==> config.mk <==
export PLATFORM = sky130hd
export DESIGN_NAME = vedic_mul8_pipe_flat
export DESIGN_NICKNAME = d
export VERILOG_FILES = /design/src/rtl/vedic_mul8_pipe_if.sv /design/src/rtl/vedic_mul8_pipe.sv /design/src/flat_wrapper.sv
export SDC_FILE = /design/constraint.sdc
export NUM_CORES = 1
export LEC_CHECK = 0
export ABC_AREA = 1
export BUFFER_PORTS_ARGS = -buffer_cell sky130_fd_sc_hd__buf_2
export CAP_MARGIN = 25
export CORE_ASPECT_RATIO = 0.9
export CORE_UTILIZATION = 60
export CTS_BUF_LIST = sky130_fd_sc_hd__clkbuf_16
export CTS_CLUSTER_SIZE = 14
export DETAILED_ROUTE_END_ITERATION = 10
export GPL_TIMING_DRIVEN = 0
export PLACE_DENSITY = 0.8
export SETUP_SLACK_MARGIN = 0.05
export SLEW_MARGIN = 40
export SYNTH_ARGS = -nofsm -noshare
export SYNTH_HDL_FRONTEND = slang
export SYNTH_SLANG_ARGS = --single-unit
==> constraint.sdc <==
create_clock -name clk -period 4.7 [get_ports clk]
set_input_delay 0.47 -clock clk [delete_from_list [all_inputs] [get_ports clk]]
set_output_delay 0.47 -clock clk [all_outputs]
set_load 0.01 [all_outputs]
==> src/rtl/vedic_mul8_pipe_if.sv <==
// vedic_mul8_pipe_if
//   Handshake bundle for the pipelined 8x8 Vedic multiplier.
//   Ports (all carried as interface signals):
//     in_valid  : producer presents an operand pair on a/b
//     in_ready  : multiplier accepts the pair this cycle
//     a, b      : 8-bit unsigned operands
//     out_valid : product on p is valid
//     out_ready : consumer accepts p this cycle
//     p         : 16-bit unsigned product
//     occ       : number of operand pairs held in the pipeline
//   Modports: master = producer/consumer side, slave = multiplier side.
interface vedic_mul8_pipe_if;
  logic        in_valid;
  logic        in_ready;
  logic [7:0]  a;
  logic [7:0]  b;
  logic        out_valid;
  logic        out_ready;
  logic [15:0] p;
  logic [1:0]  occ;

  // The environment drives operands and consumer readiness.
  modport master (
    output in_valid, a, b, out_ready,
    input  in_ready, out_valid, p, occ
  );

  // The multiplier drives acceptance, results and occupancy.
  modport slave (
    input  in_valid, a, b, out_ready,
    output in_ready, out_valid, p, occ
  );
endinterface

==> src/rtl/vedic_mul8_pipe.sv <==
// vedic_mul8_pipe
//   Pipelined, valid/ready handshaked 8x8 unsigned Urdhva-Tiryagbhyam multiplier.
//   Four 4x4 partial products (each built from 2x2 Vedic cells) are combined
//   through a 12-bit and a 16-bit adder into the 16-bit product.
//   Ports:
//     clk   : single clock, rising edge
//     rst_n : asynchronous active-low reset
//     bus   : vedic_mul8_pipe_if.slave (in_valid/in_ready/a/b,
//             out_valid/out_ready/p, occ)
//   Configuration macro VEDIC_MUL8_PPREG_EN:
//     defined   -> partial products are registered (3 stages, latency 3)
//     undefined -> partial products feed the output stage directly
//                  (2 stages, latency 2)
module vedic_mul8_pipe (
  input  logic              clk,
  input  logic              rst_n,
  vedic_mul8_pipe_if.slave  bus
);

  // 2x2 Vedic cell: vertical and crosswise terms merged with half adders.
  function automatic logic [3:0] vedic2(input logic [1:0] x, input logic [1:0] y);
    logic c1;
    logic [3:0] r;
    c1   = (x[1] & y[0]) & (x[0] & y[1]);
    r[0] = x[0] & y[0];
    r[1] = (x[1] & y[0]) ^ (x[0] & y[1]);
    r[2] = (x[1] & y[1]) ^ c1;
    r[3] = (x[1] & y[1]) & c1;
    return r;
  endfunction

  // 4x4 Vedic product from four 2x2 cells; the crosswise sum keeps its carry.
  function automatic logic [7:0] vedic4(input logic [3:0] x, input logic [3:0] y);
    logic [3:0] t0, t1, t2, t3;
    logic [5:0] mid;
    t0  = vedic2(x[1:0], y[1:0]);
    t1  = vedic2(x[3:2], y[1:0]);
    t2  = vedic2(x[1:0], y[3:2]);
    t3  = vedic2(x[3:2], y[3:2]);
    mid = {2'b00, t1} + {2'b00, t2};
    return {t3, t0} + {mid, 2'b00};
  endfunction

  logic        r_v1, r_v3;
  logic [7:0]  r_a1, r_b1;
  logic [15:0] r_p3;
  logic        w_rdy1, w_rdy3;
  logic [7:0]  w_q0, w_q1, w_q2, w_q3;
  logic        w_vs;
  logic [7:0]  w_s0, w_s1, w_s2, w_s3;
  logic [11:0] w_m;
  logic [15:0] w_p;

  // Partial products always come straight from the operand register.
  assign w_q0 = vedic4(r_a1[3:0], r_b1[3:0]);
  assign w_q1 = vedic4(r_a1[7:4], r_b1[3:0]);
  assign w_q2 = vedic4(r_a1[3:0], r_b1[7:4]);
  assign w_q3 = vedic4(r_a1[7:4], r_b1[7:4]);

  // A stage may load when it is empty or its successor is moving on,
  // so bubbles are squeezed out even while the consumer stalls.
  assign w_rdy3 = !r_v3 | bus.out_ready;

`ifdef VEDIC_MUL8_PPREG_EN
  logic       r_v2;
  logic [7:0] r_q0, r_q1, r_q2, r_q3;
  logic       w_rdy2;

  assign w_rdy2 = !r_v2 | w_rdy3;
  assign w_rdy1 = !r_v1 | w_rdy2;

  // Partial-product register stage: valid follows upstream whenever the
  // stage advances, data only captures a real operand pair.
  always_ff @(posedge clk or negedge rst_n) begin
    if (!rst_n) begin
      r_v2 <= 1'b0;
      r_q0 <= 8'd0;
      r_q1 <= 8'd0;
      r_q2 <= 8'd0;
      r_q3 <= 8'd0;
    end else if (w_rdy2) begin
      r_v2 <= r_v1;
      if (r_v1) begin
        r_q0 <= w_q0;
        r_q1 <= w_q1;
        r_q2 <= w_q2;
        r_q3 <= w_q3;
      end
    end
  end

  assign w_vs = r_v2;
  assign w_s0 = r_q0;
  assign w_s1 = r_q1;
  assign w_s2 = r_q2;
  assign w_s3 = r_q3;
  assign bus.occ = {1'b0, r_v1} + {1'b0, r_v2} + {1'b0, r_v3};
`else
  assign w_rdy1 = !r_v1 | w_rdy3;
  assign w_vs   = r_v1;
  assign w_s0   = w_q0;
  assign w_s1   = w_q1;
  assign w_s2   = w_q2;
  assign w_s3   = w_q3;
  assign bus.occ = {1'b0, r_v1} + {1'b0, r_v3};
`endif

  // Combine: the crosswise pair is summed at 12 bits so its carry survives,
  // then shifted by one nibble onto the concatenated outer products.
  assign w_m = {4'b0000, w_s1} + {4'b0000, w_s2};
  assign w_p = {w_s3, w_s0} + {w_m, 4'b0000};

  // Operand register stage: captures a/b only on a real handshake.
  always_ff @(posedge clk or negedge rst_n) begin
    if (!rst_n) begin
      r_v1 <= 1'b0;
      r_a1 <= 8'd0;
      r_b1 <= 8'd0;
    end else if (w_rdy1) begin
      r_v1 <= bus.in_valid;
      if (bus.in_valid) begin
        r_a1 <= bus.a;
        r_b1 <= bus.b;
      end
    end
  end

  // Output register stage: p only changes when the stage advances with a
  // valid product, so it stays stable under backpressure.
  always_ff @(posedge clk or negedge rst_n) begin
    if (!rst_n) begin
      r_v3 <= 1'b0;
      r_p3 <= 16'd0;
    end else if (w_rdy3) begin
      r_v3 <= w_vs;
      if (w_vs) begin
        r_p3 <= w_p;
      end
    end
  end

  assign bus.in_ready  = w_rdy1;
  assign bus.out_valid = r_v3;
  assign bus.p         = r_p3;

endmodule

==> src/flat_wrapper.sv <==
// flat-port wrapper written by rule: the top's interface ports become plain ports
module vedic_mul8_pipe_flat 
  (clk, rst_n, bus_in_valid, bus_a, bus_b, bus_out_ready, bus_in_ready, bus_out_valid, bus_p, bus_occ);
  vedic_mul8_pipe_if bus_i ();
  input  logic clk;
  input  logic rst_n;
  input wire logic [$bits(bus_i.in_valid)-1:0] bus_in_valid;
  input wire logic [$bits(bus_i.a)-1:0] bus_a;
  input wire logic [$bits(bus_i.b)-1:0] bus_b;
  input wire logic [$bits(bus_i.out_ready)-1:0] bus_out_ready;
  output wire logic [$bits(bus_i.in_ready)-1:0] bus_in_ready;
  output wire logic [$bits(bus_i.out_valid)-1:0] bus_out_valid;
  output wire logic [$bits(bus_i.p)-1:0] bus_p;
  output wire logic [$bits(bus_i.occ)-1:0] bus_occ;
  assign bus_i.in_valid = bus_in_valid;
  assign bus_i.a = bus_a;
  assign bus_i.b = bus_b;
  assign bus_i.out_ready = bus_out_ready;
  assign bus_in_ready = bus_i.in_ready;
  assign bus_out_valid = bus_i.out_valid;
  assign bus_p = bus_i.p;
  assign bus_occ = bus_i.occ;
  vedic_mul8_pipe u_core (.clk(clk), .rst_n(rst_n), .bus(bus_i));
endmodule
-- Word level (Yosys, flattened, before mapping)
Cells that the tools add are included.
- logic and storage cells: 150
- register bits after elaboration: 34
- $add $sub $neg: 11
- bitwise gates (word level): 130
- reduce and logical (&&, ||, !) cells: 4
- operators by type and width (operator ; count):
    bitwise AND 1 bit ; 96
    adder 8 bit ; 4
    bitwise XOR 1 bit ; 32
    adder 4 x 4 -> 5 bit ; 4
    adder 16 bit ; 1
    adder 8 x 8 -> 9 bit ; 1
    AND reduction 2 bit ; 2
    adder 1 x 1 -> 2 bit ; 1
    logical NOT 1 bit ; 2
    bitwise OR 1 bit ; 2

-- Longest topological paths before layout
- word-level depth: 7
- mapped depth: 28
- gate-level depth less buffers: 27

-- Worst setup path after synthesis
OpenSTA, ideal clock, no wires.
- path kind: register to register
- start: register u_core.r_b1[6]
- end: register u_core.r_p3[15], in the netlist u_core.bus.p[15]
- path slack: 426 ps
- path buffers: 1
- library setup time: 117 ps
- stages on the path, launching flop included: 27
- arrival: 4156 ps
- period minus slack after synthesis: 4274 ps
- required time: 4583 ps
- cells stage by stage: dfrtp_1 clkbuf_1 nand2_1 inv_1 ha_1 ha_1 ha_1 a21oi_1 nand2_1 xor2_1 ha_1 inv_1 o221ai_1 xor2_1 ha_1 inv_1 o311ai_1 xor2_1 ha_1 nand2_1 inv_1 a21oi_1 nand3_2 nand2_1 nand2_1 nand3_1 nand2_1
- cells in the longest elaborated chain, start to end: 7
- ends and longest elaborated chain (what ; line ; source):
    from (decl) ; vedic_mul8_pipe.sv:45 ; logic [7:0] r_a1, r_b1;
    from (signal assigned) ; vedic_mul8_pipe.sv:123 ; r_b1 <= bus.b;
    bitwise AND 1 bit ; vedic_mul8_pipe.sv:24, vedic_mul8_pipe.sv:26 ;
    bitwise AND 1 bit ; vedic_mul8_pipe.sv:24 ; c1 = (x[1] & y[0]) & (x[0] & y[1]);
    bitwise XOR 1 bit or bitwise AND 1 bit (tied branches) ; vedic_mul8_pipe.sv:27, vedic_mul8_pipe.sv:28 ;
    adder 4 x 4 -> 5 bit ; vedic_mul8_pipe.sv:40 ; mid = {2'b00, t1} + {2'b00, t2};
    adder 8 bit ; vedic_mul8_pipe.sv:41 ; return {t3, t0} + {mid, 2'b00};
    adder 8 x 8 -> 9 bit ; vedic_mul8_pipe.sv:110 ; assign w_m = {4'b0000, w_s1} + {4'b0000, w_s2};
    adder 16 bit * ; vedic_mul8_pipe.sv:111 ; assign w_p = {w_s3, w_s0} + {w_m, 4'b0000};
    to (signal assigned) ; vedic_mul8_pipe.sv:137 ; r_p3 <= w_p;
    to (decl) ; vedic_mul8_pipe.sv:46 ; logic [15:0] r_p3;
Every way passes the cells marked *; elsewhere a longest branch is shown, timed or not.
A chain may end at the register's enable or synchronous reset.

-- Worst setup path in the final report
- start: register u_core.r_a1[1]
- end: register u_core.r_p3[15], in the netlist u_core.bus.p[15]
- cells in the longest elaborated chain, start to end: 7
- ends and longest elaborated chain (what ; line ; source):
    from (decl) ; vedic_mul8_pipe.sv:45 ;
    from (signal assigned) ; vedic_mul8_pipe.sv:122 ; r_a1 <= bus.a;
    bitwise AND 1 bit ; vedic_mul8_pipe.sv:24, vedic_mul8_pipe.sv:26 ;
    bitwise AND 1 bit ; vedic_mul8_pipe.sv:24 ;
    bitwise XOR 1 bit or bitwise AND 1 bit (tied branches) ; vedic_mul8_pipe.sv:27, vedic_mul8_pipe.sv:28 ;
    adder 4 x 4 -> 5 bit ; vedic_mul8_pipe.sv:40 ;
    adder 8 bit ; vedic_mul8_pipe.sv:41 ;
    adder 8 x 8 -> 9 bit ; vedic_mul8_pipe.sv:110 ;
    adder 16 bit * ; vedic_mul8_pipe.sv:111 ;
Marks and branches as above.

==> results.txt <==
TritonCTS built the clock tree. The number of design-rule violations left by the first detailed-router iteration is 148. Dividing the detail-routed via count by the number of cells gives 5.26.

The run finished with clean final reports. The clock sink total came out at 34. The number of ports placed on the die boundary came out at 40. The share of Yosys cell area claimed by the top area cell type is 25.1%.

The starting density of the core came out at 63.8%. The die width came out at 91.1 um. The routed length on met3 came out at 418 um. At the pin with the least slew margin, the transition time is 474 ps. Of all cell types, the one taking the most synthesized area is sky130_fd_sc_hd__ha_1.

The root buffer cell chosen for the clock tree is sky130_fd_sc_hd__clkbuf_16. The first TritonRoute pass finished after 4 iterations. The layout net count came out at 758.

The final number of setup-violating endpoints is 0. The mean instance size in the synthesized netlist came out at 7.36 sq um. The worst setup slack after layout is 137 ps. The full die area is 7490 sq um.

The cell count after synthesis came out at 583. On the final layout, the worst clock skew is 5.33 ps. The classification of the worst setup path is reg -> reg. Measured against its own limit, the worst slew margin works out to 68.4%.

The count of buffers from port buffering is 39. Across every metal layer, demand over resource in global routing totals 26.8%. The CTS H-tree depth is 2. The remaining antenna violation count is 0.

The floorplan has 28 rows. From synthesis to final layout, the design area changed by 19.0%. In the final routing, the length of wire on met1 measures 4270 um. The shortest clock period the worst path allows after layout is 4560 ps. The worst setup path is captured at a flip-flop. Wire segments on met2 add up to 5080 um in the final route. By area the synthesized netlist is led by sky130_fd_sc_hd__ha_1 (25%), sky130_fd_sc_hd__dfrtp_1 (20%), sky130_fd_sc_hd__nand2_1 (14%). The total overflow left after global routing is 0. The first global-routing pass estimated 15900 um of wire. The slowest stage of the critical path belongs to the cell sky130_fd_sc_hd__dfrtp_2. Along the worst path, the maximum fanout reaches 7. STA classifies the critical path startpoint as a flip-flop. The placer congestion estimate came out at 0.964.

The required time of the critical path came out at 4870 ps. After synthesis the cells add up to 4290 sq um. The final clock period utilization by the worst path came out at 97.1%. The total of fill cells in the finished design is 530. The initial antenna violation count is 0.

The later-pin clock latency in the skew report came out at 280 ps. For the worst setup path, the data arrival time is 4740 ps. The summed negative setup slack over all endpoints is 0 ps. Setup repair after global routing could not meet its margin everywhere. The cell that appears most often on the critical path is sky130_fd_sc_hd__nand2_1.

After detailed routing, the number of remaining DRC violations is 0. The total inserted antenna cells came out at 0. The number of max-slew violations in the final report came out at 0.

Timing would allow up to 0.219 GHz. The share of final-layout standard cells stronger than drive strength 1 came out at 22.9%. The total of flip-flops plus latches after synthesis is 34. The hold-fix buffer count after cts came out at 0. The wire length per cell came out at 13.6 um.

During synthesis, Yosys emitted a total of 0 warnings. The vertical die dimension is 82.2 um. The tool flagged a number of max-cap violations equal to 0.

In this run the deepest clock path goes through 2 buffers. The clock-pin slew reported for the worst setup and hold paths after clock tree synthesis is 60 ps. TritonCTS created 5 clock buffers.

The HPWL after detailed placement is 7410 um. The delay of the slowest cell on the worst path came out at 470 ps. The via count of the first global-routing pass came out at 3723. The pin count of the biggest net entering global routing came out at 35.

The fraction of the yosys area taken by sequential cells is 19.8%. The pre-CTS setup slack came out at -199 ps. The tightest min-delay check is of the in -> async type.

The total detailed-routing wirelength came out at 10000 um. The final count of hold timing violations is 0. The core area came out at 6730 sq um. The number of different library cells used by synthesis comes to 30. After detailed routing, no signal wire sits above met4.

The number of vias after detailed routing is 3859. The net count after synthesis came out at 699.
==> area by class of cell <==
class	count	area, sq um	share of cell area, %
multi-input cells	408	3090	60.5
flip-flops and latches	34	871	17.1
inverters	121	454	8.90
repair buffers	68	413	8.09
clock buffers	5	125	2.45
well taps	90	113	2.21
plain buffers	4	22.5	0.441
clock inverters	3	16.3	0.319
==> routing by layer <==
layer	vias to the layer above	global-route usage (%)
met2	75	52.0
li1	1940	-
met5	-	0
met1	1820	30.1
met3	24	3.75
met4	0	10.6
==> registers in the layout, summed over array words and instances (netlist names) <==
signal                flops
u_core.r_a1               8
u_core.bus.out_valid      1
u_core.r_v1               1
u_core.bus.p             16
u_core.r_b1               8
==> cell families after synthesis <==
family	share of synthesized area, %
compound gates	5.92
buf+inv	12.5
xor+xnor	5.92
fa+ha+maj	29.8
flops	19.8
mux	4.20
simple gates	21.8
==> placed cells by master, fill, tap and decap left out, drive strengths merged <==
| cell | netlist | layout |
|---|---|---|
| a31oi | 2 | 2 |
| nand4 | 4 | 4 |
| o21ai | 10 | 10 |
| mux2 | 16 | 16 |
| ha | 86 | 86 |
| nor2 | 9 | 9 |
| o311ai | 1 | 1 |
| inv | 121 | 121 |
| o211ai | 1 | 1 |
| clkinvlp | 0 | 1 |
| fa | 10 | 10 |
| nor3 | 1 | 1 |
| o221ai | 2 | 2 |
| clkinv | 0 | 2 |
| clkbuf | 18 | 8 |
| xor2 | 17 | 17 |
| nand2 | 170 | 170 |
| nand3b | 2 | 2 |
| a21oi | 27 | 27 |
| or2 | 2 | 2 |
| dfrtp | 34 | 34 |
| o21bai | 3 | 3 |
| buf | 2 | 69 |
| nand3 | 33 | 33 |
| xnor2 | 12 | 12 |
==> per-stage QoR <==
step	utilization, %	instance area (sq um)	cells	hold WS [ps]
detailed placement	68.3	4600	712	460
floorplan	-	4290	583	174
global placement	68.3	4600	712	462
CTS	70.5	4740	710	317
global route	75.9	5100	733	184
finish	75.9	5100	733	138
==> cell usage after synthesis <==
cell	n
sky130_fd_sc_hd__inv_1	119
sky130_fd_sc_hd__buf_4	2
sky130_fd_sc_hd__nand2_2	5
sky130_fd_sc_hd__o211ai_1	1
sky130_fd_sc_hd__a31oi_1	2
sky130_fd_sc_hd__nand3_2	4
sky130_fd_sc_hd__xor2_1	17
sky130_fd_sc_hd__nand2_4	1
sky130_fd_sc_hd__inv_2	2
sky130_fd_sc_hd__nor2_2	1
sky130_fd_sc_hd__clkbuf_1	18
sky130_fd_sc_hd__xnor2_1	12
sky130_fd_sc_hd__nand3_1	29
sky130_fd_sc_hd__o21bai_1	3
sky130_fd_sc_hd__mux2_2	9
sky130_fd_sc_hd__o311ai_1	1
sky130_fd_sc_hd__nor2_1	8
sky130_fd_sc_hd__dfrtp_1	34
sky130_fd_sc_hd__a21oi_1	27
sky130_fd_sc_hd__nand4_1	4
sky130_fd_sc_hd__o21ai_0	7
sky130_fd_sc_hd__nand2_1	164
sky130_fd_sc_hd__fa_1	10
sky130_fd_sc_hd__nand3b_1	2
sky130_fd_sc_hd__o21ai_1	3
sky130_fd_sc_hd__o221ai_1	2
sky130_fd_sc_hd__ha_1	86
sky130_fd_sc_hd__or2_1	2
sky130_fd_sc_hd__nor3_1	1
sky130_fd_sc_hd__mux2_1	7
==> worst max-delay path, delay by kind of cell (launching register included) <==
| kind | cells | cell delay, ps |
|---|---|---|
| fa+ha+maj | 6 | 1670 |
| simple gates | 11 | 1020 |
| xor+xnor | 3 | 660 |
| compound gates | 4 | 470 |
| flops | 1 | 470 |
| buf+inv | 3 | 180 |
==> final timing paths <==
kind / from / cells after the start / endpoint / slack (ps)
max: u_core.r_a1[1] / 27 / u_core.bus.p[15] / 140
min: rst_n / 1 / u_core.bus.p[15] / 140
max reg2reg: u_core.r_a1[1] / 27 / u_core.bus.p[15] / 140
min reg2reg: u_core.bus.p[14] / 2 / u_core.bus.p[14] / 470
max in group asynchronous: rst_n / 1 / u_core.r_a1[1] / 4200
min in group clk: bus_a[3] / 2 / u_core.r_a1[3] / 400
==> timing repair <==
action                                  CTS  global route
pin swaps                                 2            19
endpoints found under the setup margin    5             5
setup buffers                             6            23
gates resized for setup                  14            35
Power is not shown: default switching activity piles up to over one toggle a cycle in this logic, so the estimate is an artifact.
